**src/rtl/french_motion_ctrl.sv**
```systemverilog
// Lane motion sequencer for the 32x32 "french" sprite: owns its top-left position,
// steps it once per video frame with edge bounce, and hides/respawns it after a hit.
module french_motion_ctrl #(
  parameter int unsigned INIT_X         = 64,
  parameter int unsigned INIT_Y         = 240,
  parameter int unsigned X_MIN          = 0,
  parameter int unsigned X_MAX          = 639,
  parameter int unsigned OBJ_W          = 32,
  parameter int unsigned RESPAWN_FRAMES = 60
) (
  input  logic        CLK,
  input  logic        RESETn,
  input  logic        startOfFrame,
  input  logic        enable,
  input  logic [3:0]  speed,
  input  logic        hit,
  output logic [10:0] ObjectStartX,
  output logic [10:0] ObjectStartY,
  output logic        visible,
  output logic        dir_left,
  output logic [1:0]  state_o
);

  localparam int unsigned XW = 11;
  localparam int unsigned AW = 12;
  localparam int unsigned CW = 8;

  localparam logic [AW-1:0] X_MIN_A   = AW'(X_MIN);
  localparam logic [AW-1:0] X_MAX_A   = AW'(X_MAX);
  localparam logic [AW-1:0] W_M1_A    = AW'(OBJ_W - 1);
  localparam logic [AW-1:0] X_RIGHT_A = AW'(X_MAX - OBJ_W + 1);
  localparam logic [XW-1:0] INIT_X_V  = XW'(INIT_X);
  localparam logic [XW-1:0] INIT_Y_V  = XW'(INIT_Y);
  localparam logic [CW-1:0] RESPAWN_V = CW'(RESPAWN_FRAMES);

  typedef enum logic [1:0] {
    S_IDLE = 2'b00,
    S_MOVE = 2'b01,
    S_HIT  = 2'b10
  } state_t;

  state_t          state_q, state_d;
  logic [XW-1:0]   x_q, x_d;
  logic            dir_q, dir_d;
  logic            vis_q, vis_d;
  logic [CW-1:0]   cnt_q, cnt_d;

  logic [AW-1:0]   x_a, s_a;
  logic [XW-1:0]   step_x;
  logic            step_dir;

  // One frame step with bounce; 12-bit arithmetic so the lane limits never wrap
  always_comb begin
    x_a      = {1'b0, x_q};
    s_a      = AW'(speed);
    step_x   = x_q;
    step_dir = dir_q;
    if (speed != 4'd0) begin
      if (!dir_q) begin
        if (x_a + s_a + W_M1_A >= X_MAX_A) begin
          step_x   = XW'(X_RIGHT_A);
          step_dir = 1'b1;
        end else begin
          step_x = XW'(x_a + s_a);
        end
      end else begin
        if (x_a < X_MIN_A + s_a) begin
          step_x   = XW'(X_MIN_A);
          step_dir = 1'b0;
        end else begin
          step_x = XW'(x_a - s_a);
        end
      end
    end
  end

  // Next state; enable=0 outranks hit, which outranks the frame step
  always_comb begin
    state_d = state_q;
    x_d     = x_q;
    dir_d   = dir_q;
    vis_d   = vis_q;
    cnt_d   = cnt_q;
    if (!enable) begin
      state_d = S_IDLE;
      vis_d   = 1'b0;
      cnt_d   = '0;
    end else begin
      unique case (state_q)
        S_IDLE: begin
          state_d = S_MOVE;
          vis_d   = 1'b1;
        end
        S_MOVE: begin
          if (hit) begin
            state_d = S_HIT;
            vis_d   = 1'b0;
            cnt_d   = RESPAWN_V;
          end else if (startOfFrame) begin
            x_d   = step_x;
            dir_d = step_dir;
          end
        end
        S_HIT: begin
          vis_d = 1'b0;
          if (startOfFrame) begin
            if (cnt_q <= CW'(1)) begin
              cnt_d   = '0;
              x_d     = INIT_X_V;
              dir_d   = 1'b0;
              vis_d   = 1'b1;
              state_d = S_MOVE;
            end else begin
              cnt_d = cnt_q - CW'(1);
            end
          end
        end
        default: begin
          state_d = S_IDLE;
          vis_d   = 1'b0;
          cnt_d   = '0;
        end
      endcase
    end
  end

  always_ff @(posedge CLK or negedge RESETn) begin
    if (!RESETn) begin
      state_q <= S_IDLE;
      x_q     <= INIT_X_V;
      dir_q   <= 1'b0;
      vis_q   <= 1'b0;
      cnt_q   <= '0;
    end else begin
      state_q <= state_d;
      x_q     <= x_d;
      dir_q   <= dir_d;
      vis_q   <= vis_d;
      cnt_q   <= cnt_d;
    end
  end

  assign ObjectStartX = x_q;
  assign ObjectStartY = INIT_Y_V;
  assign visible      = vis_q;
  assign dir_left     = dir_q;
  assign state_o      = state_q;

endmodule

```
**config.mk**
```make
export PLATFORM = sky130hd
export DESIGN_NAME = french_motion_ctrl
export DESIGN_NICKNAME = d
export VERILOG_FILES = /design/src/rtl/french_motion_ctrl.sv
export SDC_FILE = /design/constraint.sdc
export NUM_CORES = 1
export LEC_CHECK = 0
export ABC_AREA = 1
export CAP_MARGIN = 40
export CORE_UTILIZATION = 49
export CTS_BUF_LIST = sky130_fd_sc_hd__clkbuf_16
export CTS_CLUSTER_SIZE = 8
export DETAILED_ROUTE_END_ITERATION = 10
export PLACE_DENSITY = 0.76
export SKIP_LAST_GASP = 1
export SYNTH_ARGS = -nofsm -noshare
export SYNTH_HDL_FRONTEND = slang
export SYNTH_SLANG_ARGS = --single-unit
```
**constraint.sdc**
```tcl
create_clock -name CLK -period 2.1 [get_ports CLK]
set_input_delay 0.315 -clock CLK [delete_from_list [all_inputs] [get_ports CLK]]
set_output_delay 0.315 -clock CLK [all_outputs]
set_load 0.01 [all_outputs]
```
==> impl_metrics.toml, run 1 <==
[critical_path]
r2r-end = "ObjectStartX[3]"
reg2reg_depth = 14
r2r_setup_slack_ns = -0.25
worstSetupPathType = "flop to flop"
r2r_start = "ObjectStartX[0]"
cpLargestDelayFamily = "simple AND/OR/NAND/NOR gates"
critPathRequiredTime_ns = 2.25
cp_max_fo = 8
crit_chain = "ha_2 -> fa_2 -> nand2_2 -> nand3_1 -> nand2_1 -> inv_2 -> nor2_1 -> nor2_1 -> nand3_2 -> nand3_4 -> nand3b_1 -> nand2_1 -> nand3_1 -> nand2_1"
worst-path-buf-inv = 1
worstSetupStartpointType = "flop"
end_kind = "flop"
path_common_cell = "nand2_1"
cp_slowest_stage_delay_ns = 0.39
crit_slowest_cell = "dfrtp_1"
worstPathArrival_ns = 2.50

[placed_design]
gp_congestion = 0.834
dp_cells = 429
port_buffers = 23
hpwl_mm = 4.57
place_area_mm2 = 0.00284
dp_slack_ns = -0.704

[synthesis]
synth_top_flop_cell = "dfrtp_1"
synthSimpleGateAreaFrac_pct = 35.9
syn_area_per_cell_um2 = 7.21
synth-compound-area-share_pct = 11.9
synthAdderAreaFrac_pct = 9.44
async_reset_ff_share_pct = 100
synth_edf_count = 0
synth_top_area_share_pct = 24.1
synthCells = 316
synth_cell_types = 46
synth_top_family_by_area = "simple AND/OR/NAND/NOR gates"
ys_ff_latch = 23
netlist_area_mm2 = 0.00228
yosys_warnings = 0
synth.mux.area_fraction_pct = 0
yosysSeqAreaShare_pct = 25.3
synth_top_area_cell = "dfrtp_1"
synthXorXnorAreaFrac_pct = 5.82
synth.area.top_cells = "dfrtp_1 24%, nand2_1 12%, ha_1 7.7%"

[routing]
viasPerCell = 5.50
first_pass_iters = 5
routed_wl_mm = 6.65
ant_nets = 0
wl_per_cell_um = 14.9
via_count = 2457
dr.first_iter.drc_count = 157
drcViolationCount = 0

[power_and_ir_drop]
ir_drop_uv = 901
p_clk_share_pct = 9.2
swShare_pct = 47.7
total_power_mw = 4.58
p_int_mw = 2.40
seqPwrFrac_pct = 18.6
p_comb_share_pct = 72.2
p_leak_nw = 1.57
powerDensity_mw_per_mm2 = 1430
p_sw_mw = 2.19

[outcome]
outcome = "complete, but fails checks"
violations = "negative setup slack"

[floorplan]
core_mm2 = 0.00441
die-area_mm2 = 0.00493
ios = 35
die_h_um = 70.2
rows = 24
die_w_um = 70.2
initial_utilization_pct = 51.6

[clock_network]
cts_buffers = 3
ctsHoldBuffers = 0
cts-htree-levels = 1
clkLatencyLatePin_ns = 0.26
clock_path_buffers = 2
cts_tree = "done"
clk_pin_slew_ns = 0.06
cts.sinks = 23
root_buffer = "clkbuf_16"

[grt]
grt_first_pass_wirelength_mm = 10.7
grt_max_degree = 24
antenna_found_initial = 0
grt.overflow.total = 0
grt_usage_pct = 27.1
grt_pass1_vias = 2285

[timing]
rsz0062_at_grt = "true"
fmax_mhz = 426
fin_setup_tns_ns = -2.76
finalHoldViolCount = 0
slew_viol_final = 0
finalSetupViolCount = 12
fin_skew_ns = 0.00469
holdWs_ns = 0.405
finalCriticalPeriod_ns = 2.35
worst_slack_ns = -0.249
period_share_pct = 112

[final_layout]
nets = 421
final_core_util_pct = 72.6
fill_cells = 332
multiInputGateArea_mm2 = 0.00166
fin_cells = 447
drive_gt1_share_pct = 35.2
syn_to_final_growth_pct = 40.5
num_antenna_cells = 0
design_area_mm2 = 0.00320
final-seq-area_um2 = 578

[job]
timing.max_cap.violations = 0

[hold_path]
hp-class = "input pin to async pin"
worst max-delay path by stage:
stage                          from         endpoint  slack, ns  depth (start not counted)
floorplan           ObjectStartX[2]  ObjectStartX[5]      -0.03                         16
global placement           speed[2]  ObjectStartX[4]      -0.69                         14
detailed placement         speed[2]  ObjectStartX[5]      -0.70                         18
CTS                 ObjectStartX[0]  ObjectStartX[3]      -0.20                         13
global route        ObjectStartX[2]  ObjectStartX[3]      -0.35                         14
finish              ObjectStartX[0]  ObjectStartX[3]      -0.25                         14
synthesized netlist by cell type (4+ instances only):
master,n
buf_4,12
dfrtp_1,22
ha_1,14
inv_1,30
inv_2,7
nand2_1,73
nand2_2,15
nand3_1,31
nand3b_1,4
nand4_1,6
nor2_1,25
o21ai_0,15
xor2_1,9
kinds of logic after synthesis:
| family | after synthesis |
|---|---|
| AOI/OAI and AO/OA | 39 |
| xor gates and xnor gates | 13 |
| adders and majority gates | 16 |
| buffers and inverters | 54 |
| DFF | 23 |
| other | 2 |
| and+or+nand+nor | 169 |
registers in the layout, summed over array words and instances, names as in the netlist:
signal        count
ObjectStartX     11
cnt_q             8
state_o           2
dir_left          1
visible           1
timing repair:
item	in CTS	in global routing
pin swaps	22	9
setup buffers	9	5
endpoints found under the setup margin	12	18
gates resized for setup	36	18
layout make-up:
cell class	instances	share of cell area [%]
well taps	52	2.03
flip-flops and latches	23	18.0
inverters	38	4.45
repair buffers	82	21.2
clock inverters	1	0.156
clock buffers	3	2.34
multi-input cells	248	51.8
power by group through the flow:
| stage | Clock [mW] | Sequential (mW) | Combinational [mW] |
|---|---|---|---|
| 3_5_place_dp | 0 | 0.833 | 2.76 |
| 6_report | 0.422 | 0.854 | 3.31 |
| 3_3_place_gp | 0 | 0.827 | 2.70 |
| 2_1_floorplan | 0 | 0.809 | 1.72 |
| 5_1_grt | 0.451 | 0.873 | 3.57 |
| 4_1_cts | 0.431 | 0.836 | 3.05 |
layer usage:
| layer | up-vias | wire length (µm) | GRT usage, % |
|---|---|---|---|
| met4 | 0 | 138 | 10.2 |
| met2 | 133 | 3170 | 43.9 |
| met5 | - | 0 | 0 |
| met3 | 22 | 485 | 2.45 |
| met1 | 1130 | 2860 | 37.6 |
| li1 | 1172 | - | - |
worst reg2reg max path: stages (launching register included):
cell and delay (ns):
dfrtp_1 0.39, ha_2 0.21, fa_2 0.39, nand2_2 0.13, nand3_1 0.11, nand2_1 0.13
inv_2 0.06, nor2_1 0.16, nor2_1 0.07, nand3_2 0.08, nand3_4 0.15, nand3b_1 0.15
nand2_1 0.07, nand3_1 0.07, nand2_1 0.06
cells in the final DEF, fill, tap and decap left out, types with 3 or more instances in the layout:
master           Yosys  routed
a21oi_4              3       3
buf_4               12      56
buf_6                1       3
clkbuf_16            0       3
clkdlybuf4s50_1      0      19
conb_1               2      11
dfrtp_1             22      21
dlygate4sd2_1        0       4
ha_1                14       7
ha_2                 0       4
ha_4                 0       3
inv_1               30      25
inv_2                7      12
nand2_1             73      68
nand2_2             15      15
nand2_4              1       6
nand3_1             31      22
nand3_2              2      10
nand3b_1             4       4
nand4_1              6       6
nor2_1              25      20
nor2_2               2       5
nor2_4               3       5
o21ai_0             15      12
o21ai_1              3       6
xor2_1               9       9
No activity file was read; power rests on OpenSTA's default activity.
==> run 2, diff against run 1 <==
--- a/config.mk
+++ b/config.mk
@@ -7,6 +7,7 @@
 export LEC_CHECK = 0
 export ABC_AREA = 1
 export CAP_MARGIN = 40
+export CORE_ASPECT_RATIO = 0.9
 export CORE_UTILIZATION = 49
 export CTS_BUF_LIST = sky130_fd_sc_hd__clkbuf_16
 export CTS_CLUSTER_SIZE = 8
==> run 2 against run 1 <==
Effect of this change: the run still ends with negative setup slack left; sequential share of layout area up 0.43 points; combinational power down 3%; clock power rose by 1%; total power is 2.0% lower; critical path depth stayed put; hold slack better by 0.014 ns; register-to-register slack barely moved; largest power group unchanged.
==> impl_metrics.toml, run 2 (synthesis results as in run 1) <==
[outcome]
outcome = "complete, but fails checks"
violations = "negative setup slack"

[floorplan]
initial_utilization_pct = 51.1
die-area_mm2 = 0.00493
core_mm2 = 0.00446
rows = 23
die_w_um = 73.9
ios = 35
die_h_um = 66.7

[critical_path]
worstSetupStartpointType = "flop"
r2r_start = "ObjectStartX[0]"
r2r_setup_slack_ns = -0.25
r2r-end = "ObjectStartX[4]"
end_kind = "flop"
critPathRequiredTime_ns = 2.30
cp_max_fo = 5
reg2reg_depth = 14
worstSetupPathType = "flop to flop"
worstPathArrival_ns = 2.55

[final_layout]
final_core_util_pct = 70.2
final_cell_mix = "65 x nand2_1, 48 x buf_4, 25 x nand3_1"
nets = 413
largest_reg_flops = 11
num_antenna_cells = 0
design_area_mm2 = 0.00313
syn_to_final_growth_pct = 37.3
fill_cells = 337
final_common_cell = "nand2_1"
drive_gt1_share_pct = 33.3

[clock_network]
clk_pin_slew_ns = 0.06
ctsHoldBuffers = 0
cts.sinks = 23
clkLatencyLatePin_ns = 0.26
cts_buffers = 3
clock_path_buffers = 2
cts_tree = "done"
cts-htree-levels = 1
root_buffer = "clkbuf_16"

[timing]
slew-limit-headroom_pct = 64.9
worst_slack_ns = -0.251
rsz0062_at_grt = "true"
finalHoldViolCount = 0
fin_skew_ns = 0.00488
fmax_mhz = 425
worst_pin_slew_ns = 0.527
period_share_pct = 112
finalSetupViolCount = 12
holdWs_ns = 0.419
slew_viol_final = 0
finalCriticalPeriod_ns = 2.35

[placed_design]
port_buffers = 23
gp_congestion = 0.953
hpwl_mm = 4.68
place_area_mm2 = 0.00282

[routing]
routed_wl_mm = 6.56
drcViolationCount = 0
first_pass_iters = 4
ant_nets = 0
viasPerCell = 5.37
via_count = 2411
dr.first_iter.drc_count = 189
wl_per_cell_um = 14.6

[power_and_ir_drop]
seqPwrFrac_pct = 19.0
p_clk_share_pct = 9.5
p_leak_nw = 1.50
p_sw_mw = 2.14
swShare_pct = 47.6
powerDensity_mw_per_mm2 = 1440
p_int_mw = 2.35
ir_drop_uv = 906
p_comb_share_pct = 71.5

[grt]
grt.overflow.total = 0
grt_pass1_vias = 2334
grt_first_pass_wirelength_mm = 10.8
grt_usage_pct = 29.1
grt_max_degree = 24
antenna_found_initial = 0

[hold_path]
hp-class = "input pin to async pin"

[job]
timing.max_cap.violations = 0
==> run 2: cell count changes in the layout (fill, tap and decap cells not counted), moves of 2 or more <==
cell	change
buf_4	-8
ha_1	+2
ha_2	-3
inv_1	-2
inv_2	+2
nand2_1	-3
nand2_2	+7
nand2_4	-4
nand3_1	+3
nand3_2	-2
nor2_1	+3
nor2_2	-2
==> run 2: what timing repair did <==
| action | in CTS | in global routing |
|---|---|---|
| pin swaps | 21 | 7 |
| setup buffers | 10 | 1 |
| setup endpoints to repair | 12 | 12 |
| gates cloned | 0 | 0 |
| gates resized for setup | 37 | 9 |
==> run 2: critical path, cell delays in order, from the launching register on <==
cell	delay [ns]
dfrtp_1	0.42
ha_4	0.20
fa_2	0.39
xnor2_2	0.18
nor2_2	0.14
buf_4	0.14
nand3_2	0.06
nand3_2	0.08
nor2_4	0.04
a21oi_4	0.19
buf_6	0.15
nand3_2	0.08
nand2_2	0.07
nand3_2	0.07
nand2_1	0.07
==> run 2: through the flow <==
stage          power [mW]  setup TNS (ns)  std cells  setup WS [ns]
3_5_place_dp         3.58           -7.75        434         -0.732
2_1_floorplan        2.53         -0.0396        325        -0.0346
6_report             4.49           -2.53        449         -0.251
4_1_cts              4.33           -1.85        448         -0.187
3_3_place_gp         3.53           -7.21        434         -0.683
5_1_grt              4.84           -4.05        449         -0.374
==> run 2: layout make-up <==
| cell class | count | area (µm²) | area share (%) |
|---|---|---|---|
| inverters | 38 | 143 | 4.56 |
| flip-flops and latches | 23 | 578 | 18.5 |
| clock inverters | 1 | 7.51 | 0.240 |
| multi-input cells | 248 | 1620 | 51.8 |
| repair buffers | 74 | 628 | 20.1 |
| clock buffers | 3 | 75.1 | 2.40 |
| well taps | 62 | 77.6 | 2.48 |
==> run 2: worst max path at each step <==
stage,from,end,cells past startpoint
after detailed placement,speed[3],ObjectStartX[5],15
after floorplan,ObjectStartX[2],ObjectStartX[5],16
final,ObjectStartX[0],ObjectStartX[4],14
after CTS,ObjectStartX[0],ObjectStartX[5],14
after global placement,speed[3],ObjectStartX[5],17
after global routing,ObjectStartX[0],ObjectStartX[2],13
==> run 2: per-layer routing <==
metal  vias up  GRT usage [%]  share of wire, %
met3        18           3.33               6.9
li1       1151              -                 -
met4         0           11.8               2.2
met1      1140           41.6                45
met2       102           44.1                46
met5         -              0                 0
==> run 2: power groups by stage <==
| stage | logic (mW) | registers, mW | clock network (mW) |
|---|---|---|---|
| floorplan | 1.72 | 0.809 | 0 |
| global placement | 2.70 | 0.826 | 0 |
| detailed placement | 2.75 | 0.831 | 0 |
| CTS | 3.05 | 0.841 | 0.438 |
| global route | 3.51 | 0.879 | 0.453 |
| finish | 3.21 | 0.853 | 0.428 |
==> run 3, diff against run 2 <==
--- a/config.mk
+++ b/config.mk
@@ -12,6 +12,7 @@
 export CTS_BUF_LIST = sky130_fd_sc_hd__clkbuf_16
 export CTS_CLUSTER_SIZE = 8
 export DETAILED_ROUTE_END_ITERATION = 10
+export GPL_TIMING_DRIVEN = 0
 export PLACE_DENSITY = 0.76
 export SKIP_LAST_GASP = 1
 export SYNTH_ARGS = -nofsm -noshare
==> run 3 against run 2 <==
Effect of this change: the flow still finishes with violations (negative setup slack); hold slack better by 0.022 ns; maximum frequency up 0.75%; die area unchanged; worst setup slack better by 0.017 ns; register-to-register slack better by 0.02 ns; clock skew down 0.0013 ns; sequential power down 5.6%; total power down 7.8%; combinational power down 9.3%; count of clock-buffer cells in the layout unchanged; highest routed layer unchanged.
==> impl_metrics.toml, run 3 (synthesis results as in run 1) <==
[outcome]
outcome = "complete, but fails checks"
violations = "negative setup slack"

[final_layout]
fill_cells = 343
final-seq-area_um2 = 579
final_cell_mix = "67 x nand2_1, 29 x buf_4, 28 x inv_1"
largest_reg_flops = 11
drive_gt1_share_pct = 29.8
final_core_util_pct = 67.4
syn_to_final_growth_pct = 31.8
nets = 395
num_antenna_cells = 0
design_area_mm2 = 0.00301
multiInputGateArea_mm2 = 0.00165
final_common_cell = "nand2_1"

[critical_path]
crit_slowest_cell = "fa_2"
cp_max_fo = 8
end_kind = "flop"
crit_chain = "ha_4 -> fa_2 -> inv_1 -> nand2_1 -> nor2_2 -> nand3_1 -> nor2_1 -> nor2_1 -> nand3_1 -> nand3_4 -> nand2_4 -> nor2_4 -> nand2_2 -> nand2_2 -> o21ai_2"
reg2reg_depth = 15
r2r-end = "ObjectStartX[5]"
cpLargestDelayFamily = "simple AND/OR/NAND/NOR gates"
r2r_setup_slack_ns = -0.23
worstSetupPathType = "flop to flop"
cp_slowest_stage_delay_ns = 0.54
r2r_start = "ObjectStartX[0]"
worstPathArrival_ns = 2.48
worst-path-buf-inv = 1
worstSetupStartpointType = "flop"
critPathRequiredTime_ns = 2.25

[clock_network]
clk_pin_slew_ns = 0.06
root_buffer = "clkbuf_16"
clkLatencyLatePin_ns = 0.26
cts_tree = "done"
cts_buffers = 3
cts.sinks = 23
clock_path_buffers = 2
cts-htree-levels = 1

[hold_path]
hp-class = "input pin to async pin"

[routing]
first_pass_iters = 4
dr.first_iter.drc_count = 195
ant_nets = 0
viasPerCell = 5.30
via_count = 2286
drcViolationCount = 0
routed_wl_mm = 5.98
wl_per_cell_um = 13.9

[grt]
grt_first_pass_wirelength_mm = 9.69
grt_usage_pct = 25.3
antenna_found_initial = 0
grt_max_degree = 15
grt_pass1_vias = 2132
grt.overflow.total = 0

[timing]
period_share_pct = 111
rsz0062_at_grt = "true"
holdWs_ns = 0.442
worst_pin_slew_ns = 0.616
worst_slack_ns = -0.233
finalSetupViolCount = 12
fmax_mhz = 429
slew_viol_final = 0
slew-limit-headroom_pct = 58.8
fin_skew_ns = 0.00357
finalHoldViolCount = 0
finalCriticalPeriod_ns = 2.33

[power_and_ir_drop]
ir_drop_uv = 821
p_leak_nw = 1.44
powerDensity_mw_per_mm2 = 1380

[floorplan]
rows = 23
die_h_um = 66.7
initial_utilization_pct = 51.1
ios = 35
die_w_um = 73.9
die-area_mm2 = 0.00493
core_mm2 = 0.00446

[placed_design]
gp_congestion = 0.858
hpwl_mm = 4.26
port_buffers = 23
place_area_mm2 = 0.00264

[job]
timing.max_cap.violations = 0
-- run 3: cell count changes in the layout (fill, tap and decap cells not counted), moves of 2 or more --
cell,previous run,this run
nor2_2,3,9
buf_2,0,3
nand2_1,65,67
inv_2,14,9
inv_1,23,28
nand2_2,22,16
o21ai_1,6,4
nor2_1,23,18
buf_6,2,0
nand2_4,2,6
buf_4,48,29
-- run 3: where the power goes --
part / total (mW) / leakage [nW] / switching [mW] / internal (mW)
Combinational: 2.91 / 1.11 / 1.69 / 1.22
Sequential: 0.805 / 0.297 / 0.198 / 0.607
Clock: 0.429 / 0.0371 / 0.170 / 0.258
Total: 4.14 / 1.44 / 2.05 / 2.09
-- run 3: layer usage --
metal	track usage (%)	routed length (µm)
met2	39.1	2650
met3	3.63	387
met4	6.73	133
met1	36.5	2810
met5	0	0
-- run 3: worst max-delay path by stage --
stage / depth (start not counted) / start / endpoint / slack (ns)
2_1_floorplan: 16 / ObjectStartX[2] / ObjectStartX[5] / -0.03
3_3_place_gp: 16 / speed[1] / ObjectStartX[5] / -0.74
3_5_place_dp: 16 / speed[1] / ObjectStartX[5] / -0.76
4_1_cts: 14 / ObjectStartX[0] / ObjectStartX[5] / -0.15
5_1_grt: 16 / ObjectStartX[0] / ObjectStartX[5] / -0.29
6_report: 15 / ObjectStartX[0] / ObjectStartX[5] / -0.23
-- run 3: what timing repair did --
item,in CTS,in global routing
resized for setup,22,23
setup endpoints to repair,12,19
hold buffers,0,0
pin swaps,9,14
buffers inserted,12,5
-- run 3: final cells by class --
| type | count | share of cell area (%) |
|---|---|---|
| multi-input combinational | 248 | 54.9 |
| sequential | 23 | 19.3 |
| timing repair buffer | 41 | 12.2 |
| inverter | 38 | 4.75 |
| buffer | 15 | 3.50 |
| tap | 62 | 2.58 |
| clock buffer | 3 | 2.50 |
| clock inverter | 1 | 0.250 |
-- run 3: stage by stage --
stage	TNS, ns	setup WS [ns]	power [mW]	instances
floorplan	-0.0396	-0.0346	2.53	325
CTS	-1.05	-0.154	3.86	427
global placement	-7.84	-0.735	3.15	410
global route	-2.98	-0.285	4.44	431
detailed placement	-8.11	-0.760	3.20	411
finish	-1.87	-0.233	4.14	431
